===== config.mk =====
export PLATFORM = sky130hd
export DESIGN_NAME = mul_div_unit
export DESIGN_NICKNAME = d
export VERILOG_FILES = /design/src/rtl/mul_div_unit_pkg.sv /design/src/rtl/mul_div_unit_divider.sv /design/src/rtl/mul_div_unit.sv
export SDC_FILE = /design/constraint.sdc
export NUM_CORES = 2
export LEC_CHECK = 0
export CORE_MARGIN = 3
export CORE_UTILIZATION = 70
export CTS_CLUSTER_DIAMETER = 30
export DETAILED_ROUTE_END_ITERATION = 12
export GPL_ROUTABILITY_DRIVEN = 0
export PLACE_DENSITY = 0.87
export SLEW_MARGIN = 10
export SYNTH_ARGS = -nofsm -noshare
export SYNTH_HDL_FRONTEND = slang
export SYNTH_SLANG_ARGS = --single-unit

===== constraint.sdc =====
create_clock -name clk -period 21.9 [get_ports clk]
set_clock_uncertainty 0.15 [all_clocks]
set_input_delay 6.57 -clock clk [delete_from_list [all_inputs] [get_ports clk]]
set_output_delay 6.57 -clock clk [all_outputs]
set_load 0.1 [all_outputs]

===== src/rtl/mul_div_unit_pkg.sv =====
// Shared MDU settings: operation encoding driven by the decode controller.
package mul_div_unit_pkg;

    typedef enum logic [3:0] {
        MDU_READ_HI            = 4'd0,
        MDU_READ_LO            = 4'd1,
        MDU_WRITE_HI           = 4'd2,
        MDU_WRITE_LO           = 4'd3,
        MDU_START_SIGNED_MUL   = 4'd4,
        MDU_START_UNSIGNED_MUL = 4'd5,
        MDU_START_SIGNED_DIV   = 4'd6,
        MDU_START_UNSIGNED_DIV = 4'd7
    } mdu_op_e;

endpackage


===== src/rtl/mul_div_unit_divider.sv =====
// Iterative unsigned restoring divider: one quotient bit per cycle, WIDTH cycles after go.
module mdu_divider #(
    parameter int WIDTH = 32
) (
    input  logic             clk,
    input  logic             rst_n,
    input  logic             go,
    input  logic [WIDTH-1:0] dividend,
    input  logic [WIDTH-1:0] divisor,
    output logic             done,
    output logic [WIDTH-1:0] quotient,
    output logic [WIDTH-1:0] remainder
);
    localparam int CW = $clog2(WIDTH);

    logic [WIDTH-1:0] dvs;
    logic [CW-1:0]    cnt;
    logic             run;
    logic [WIDTH:0]   shifted, diff;

    assign shifted = {remainder, quotient[WIDTH-1]};
    assign diff    = shifted - {1'b0, dvs};
    // high during the cycle whose edge retires the final quotient bit
    assign done    = run && (cnt == CW'(WIDTH - 1));

    always_ff @(posedge clk or negedge rst_n) begin
        if (!rst_n) begin
            remainder <= '0;
            quotient  <= '0;
            dvs       <= '0;
            cnt       <= '0;
            run       <= 1'b0;
        end else if (go) begin
            remainder <= '0;
            quotient  <= dividend;
            dvs       <= divisor;
            cnt       <= '0;
            run       <= 1'b1;
        end else if (run) begin
            if (!diff[WIDTH]) begin
                remainder <= diff[WIDTH-1:0];
                quotient  <= {quotient[WIDTH-2:0], 1'b1};
            end else begin
                remainder <= shifted[WIDTH-1:0];
                quotient  <= {quotient[WIDTH-2:0], 1'b0};
            end
            cnt <= cnt + CW'(1);
            if (done) run <= 1'b0;
        end
    end

endmodule


===== src/rtl/mul_div_unit.sv =====
// Execute-stage multiply/divide unit owning HI/LO; fixed-latency MULT, iterative DIV.
module mul_div_unit
    import mul_div_unit_pkg::*;
#(
    parameter int WIDTH      = 32,
    parameter int MUL_CYCLES = 5
) (
    input  logic             clk,
    input  logic             rst_n,
    input  logic             start,
    input  mdu_op_e          op,
    input  logic [WIDTH-1:0] a,
    input  logic [WIDTH-1:0] b,
    output logic             busy,
    output logic [WIDTH-1:0] result,
    output logic [WIDTH-1:0] hi,
    output logic [WIDTH-1:0] lo
);
    localparam int CW = $clog2(MUL_CYCLES + 1);

    typedef enum logic [1:0] {S_IDLE, S_MUL, S_DIV, S_FIX} state_e;

    state_e           state;
    logic [CW-1:0]    cnt;
    logic [WIDTH-1:0] op_a, op_b;
    logic             mul_sgn, neg_q, neg_r, div0;
    logic             accept, div_op, div_sgn, div_go, div_done;
    logic [WIDTH-1:0] dividend, divisor, quo, rem;
    logic [2*WIDTH-1:0] ext_a, ext_b, prod;

    assign busy    = (state != S_IDLE);
    assign accept  = start && !busy;
    assign div_sgn = (op == MDU_START_SIGNED_DIV);
    assign div_op  = div_sgn || (op == MDU_START_UNSIGNED_DIV);
    assign div_go  = accept && div_op;

    // magnitudes; -2^31 maps onto 2^31 which still fits unsigned
    assign dividend = (div_sgn && a[WIDTH-1]) ? -a : a;
    assign divisor  = (div_sgn && b[WIDTH-1]) ? -b : b;

    assign ext_a = mul_sgn ? {{WIDTH{op_a[WIDTH-1]}}, op_a} : {{WIDTH{1'b0}}, op_a};
    assign ext_b = mul_sgn ? {{WIDTH{op_b[WIDTH-1]}}, op_b} : {{WIDTH{1'b0}}, op_b};
    assign prod  = ext_a * ext_b;

    always_comb begin
        result = '0;
        if (start && !busy) begin
            if (op == MDU_READ_HI)      result = hi;
            else if (op == MDU_READ_LO) result = lo;
        end
    end

    mdu_divider #(.WIDTH(WIDTH)) u_div (
        .clk       (clk),
        .rst_n     (rst_n),
        .go        (div_go),
        .dividend  (dividend),
        .divisor   (divisor),
        .done      (div_done),
        .quotient  (quo),
        .remainder (rem)
    );

    always_ff @(posedge clk or negedge rst_n) begin
        if (!rst_n) begin
            state   <= S_IDLE;
            cnt     <= '0;
            hi      <= '0;
            lo      <= '0;
            op_a    <= '0;
            op_b    <= '0;
            mul_sgn <= 1'b0;
            neg_q   <= 1'b0;
            neg_r   <= 1'b0;
            div0    <= 1'b0;
        end else begin
            case (state)
                S_IDLE: if (accept) begin
                    case (op)
                        MDU_WRITE_HI: hi <= a;
                        MDU_WRITE_LO: lo <= a;
                        MDU_START_SIGNED_MUL, MDU_START_UNSIGNED_MUL: begin
                            op_a    <= a;
                            op_b    <= b;
                            mul_sgn <= (op == MDU_START_SIGNED_MUL);
                            cnt     <= CW'(1);
                            state   <= S_MUL;
                        end
                        MDU_START_SIGNED_DIV, MDU_START_UNSIGNED_DIV: begin
                            op_a  <= a;
                            neg_q <= div_sgn && (a[WIDTH-1] ^ b[WIDTH-1]);
                            neg_r <= div_sgn && a[WIDTH-1];
                            div0  <= (b == '0);
                            state <= S_DIV;
                        end
                        default: ;
                    endcase
                end
                S_MUL: begin
                    if (cnt == CW'(MUL_CYCLES)) begin
                        {hi, lo} <= prod;
                        cnt      <= '0;
                        state    <= S_IDLE;
                    end else begin
                        cnt <= cnt + CW'(1);
                    end
                end
                S_DIV: if (div_done) state <= S_FIX;
                S_FIX: begin
                    // divide-by-zero bypasses sign fix-up: all-ones quotient, raw dividend
                    if (div0) begin
                        lo <= '1;
                        hi <= op_a;
                    end else begin
                        lo <= neg_q ? -quo : quo;
                        hi <= neg_r ? -rem : rem;
                    end
                    state <= S_IDLE;
                end
                default: state <= S_IDLE;
            endcase
        end
    end

endmodule

==> impl_results.md <==
- Vias in the first global route: approximately 56000
- Final-stage net count: 8755
- Crit path max-delay family: buffers and inverters
- DR WL/cell: 23.9 microns
- CTS sink cnt: approximately 240
- Setup_tns: 0 ns
- Worst path most repeated cell: clkdlybuf4s50_1
- Critical Path End: result[9]
- Syn Area/Cell: 9.08 sq um
- Largest net degree at the start of global routing: 123
- Synth Instances: 7000
- Final Setup Violations: 0
- Die Y: 307 microns
- Post-synth EDFFs: 0
- Htree depth: 2
- Post-synth ARST share: 100%
- Post-synth top area share: roughly 45%
- Latest clock arrival within the worst-skew pair: approximately 0.57 ns
- DRT iter0 DRCs: roughly 5300
- Initial DRT Pass Iterations: 9
- Crit path depth: 7
- Overflow after GRT: 0
- Final Hold Viols: 0
- Layout area overhead: 6.32%
- Top cells by area, synth: fa_1 (45%), dfrtp_1 (9.4%), inv_1 (9.4%), ha_1 (6.8%), and2_1 (5.7%)
- #FFs+latches synth: ~240
- Crit path largest cell delay: approximately 1.2 ns
- Vias/cell: 6.29
- Startpoint Class: input port
- Die Wd: roughly 310 microns
- Crit Path Class: input port to primary output
- Remaining DRCs: 0
- Initial antenna violation count: 19
- Post-synth top cells: inv_1 (1586), fa_1 (1420), nand2_1 (838), and2_1 (575), clkbuf_1 (358)
- HP Class: flip-flop to flip-flop
- Synthesized cell area: roughly 0.064 sq mm
- TritonCTS clock tree: yes
- Critical-path maximum fanout: 32
- Status: completed
- Worst slew pin tran: roughly 1.4 ns
- First-pass GRT wire length: slightly above 300 mm
- Slowest cell on crit path: clkdlybuf4s50_1
- Fmax: approximately 62 MHz
- Required time of the critical path: 15.18 ns
- R2R Setup Slk: 10.55 ns
- Die Footprint: roughly 0.094 sq mm
- Gr usage total: 42.6%
- Crit. End Element: primary output
- Count leader, synth: inv_1
- Crit share post-route: 73.8%
- Core Region: around 0.089 sq mm
- Routed WL: approximately 190 mm
- Minimum clock period: 16.16 ns
- Worst flop-to-flop path startpoint: mul_sgn$_DFFE_PN0P_
- Yosys Warn Count: 0
- Crit path DAT: ~9.4 ns
- Clock-pin slew on the worst setup and hold paths: 0.04 ns
- RSZ-0062 raised after global routing: false
- Sequential element share of the synthesized area: roughly a tenth
- Vias after detailed routing: 51100
- Worst Path Buf+Inv: 4
- R2R depth: 31
- Max-cap viol count: 0
- R2R Path End: hi[28]$_DFFE_PN0P_
- Port Buffers: 167
- Filler cells: about 5600
- CP Launch Point: op[0]
- Distinct cells, synth: around 80
- HPWL after detailed placement: between 100 and 150 mm
- Yosys top cell by area: fa_1
- Slew margin rel.: roughly 8.4%
- Hold-fix buffers at CTS: 0
- Share of cells above drive strength 1: around 3.6%
- Post_cts resized: 0
- I/O pin total: 168
- Final ANT Viol Nets: 0
- Most used DFF post-synth: dfrtp_1
- Initial Util: between 70% and 80%
- CTS Buffer Depth: 3
- Number of CTS-inserted buffers: 44
- Root Buffer: clkbuf_16
- CP cell instances: clkdlybuf4s50_1 -> inv_1 -> nor4_2 -> buf_4 -> a22oi_1 -> nor2_1 -> clkdlybuf4s50_1
- Slew Limit Fails: 0
- Mapped Nets: slightly below 9000
- Cell Rows: ~110
- Post-CTS setup buffers: 0
==> stage by stage <==
stage / utilization (%) / hold WS [ns] / std cells / area [sq um] / setup slack, ns
after floorplan: - / 0.300 / 7000 / 63600 / 6.19
after global placement: 74.0 / 0.309 / 8037 / 66000 / 5.87
after detailed placement: 74.0 / 0.321 / 8037 / 66000 / 5.80
after CTS: 75.8 / 0.331 / 8118 / 67600 / 5.79
after global routing: 75.8 / 0.345 / 8118 / 67600 / 5.66
final: 75.8 / 0.326 / 8129 / 67600 / 5.74
==> logic make-up (layout without fill, tap and decap cells) <==
logic type | count (synthesis) | after routing | share of synthesized area (%)
buffers and inverters | 1967 | 1920 | 11.6
AND/OR/NAND/NOR | 1874 | 1874 | 14.3
adder cells (fa/ha/maj) | 1770 | 1770 | 51.6
AO/OA/AOI/OAI | 792 | 792 | 7.82
XOR/XNOR | 261 | 261 | 3.60
flip-flops | 239 | 239 | 9.41
multiplexers | 97 | 97 | 1.61
other | 0 | 11 | 0
==> routing by layer <==
metal / vias to the layer above / wire length, microns / global-route usage (%)
met1: 25500 / 61700 / 48.9
met2: 3520 / 87400 / 66.1
met4: 20 / 20600 / 34.0
met3: 1272 / 24300 / 13.9
li1: 20900 / - / -
met5: - / 140 / 0
==> worst reg2reg max path: cells and delay by family (launching register included) <==
kind,cells,cell delay [ns]
AOI/OAI and AO/OA,8,1.37
buffers and inverters,8,1.44
DFF,1,0.37
xor gates and xnor gates,1,0.52
adders and majority gates,11,6.85
and+or+nand+nor,3,0.55
==> worst min path at each step <==
stage / end / start / slack, ns / cells past startpoint
floorplan: u_div.dvs[10]$_DFFE_PN0P_ / u_div.dvs[10]$_DFFE_PN0P_ / 0.30 / 2
global placement: op_a[3]$_DFFE_PN0P_ / op_a[3]$_DFFE_PN0P_ / 0.31 / 2
detailed placement: u_div.dvs[29]$_DFFE_PN0P_ / u_div.dvs[29]$_DFFE_PN0P_ / 0.32 / 2
CTS: u_div.dvs[29]$_DFFE_PN0P_ / u_div.dvs[29]$_DFFE_PN0P_ / 0.33 / 2
global route: u_div.dvs[29]$_DFFE_PN0P_ / u_div.dvs[29]$_DFFE_PN0P_ / 0.34 / 2
finish: u_div.dvs[29]$_DFFE_PN0P_ / u_div.dvs[29]$_DFFE_PN0P_ / 0.33 / 2
==> registers in the layout (all words and copies together), names as in the netlist, 2 cells and up <==
name and cells:
op_a 32, state 2, lo 32, op_b 32, u_div.remainder 32, hi 32
u_div.dvs 32, u_div.quotient 32, u_div.cnt 5, cnt 3
==> layout by cell type (no fill, tap or decap), types with 64 or more instances in the layout <==
cell,synthesis,final
clkdlybuf4s50_1,0,166
dfrtp_1,239,228
xor2_1,94,94
o21ai_0,245,245
xnor2_1,167,167
and2_1,575,575
nor2_1,203,197
fa_1,1420,1420
inv_1,1586,1586
buf_4,2,86
a21oi_1,178,178
ha_1,346,346
nand2_1,838,836
mux2i_1,64,64
==> area by class of cell <==
type                       instances  area, sq um  share of cell area [%]
multi-input combinational       4794        50200                    74.3
sequential                       239         6000                    8.87
inverter                        1586         5950                    8.81
timing repair buffer             253         2320                    3.44
tap                             1165         1460                    2.16
clock buffer                      56         1240                    1.83
clock inverter                    25          363                   0.537
antenna                           11         27.5                  0.0407
Power is left out: the tool's default activity adds up to more than one toggle a clock period on the data nets, which glitch-free logic cannot reach.
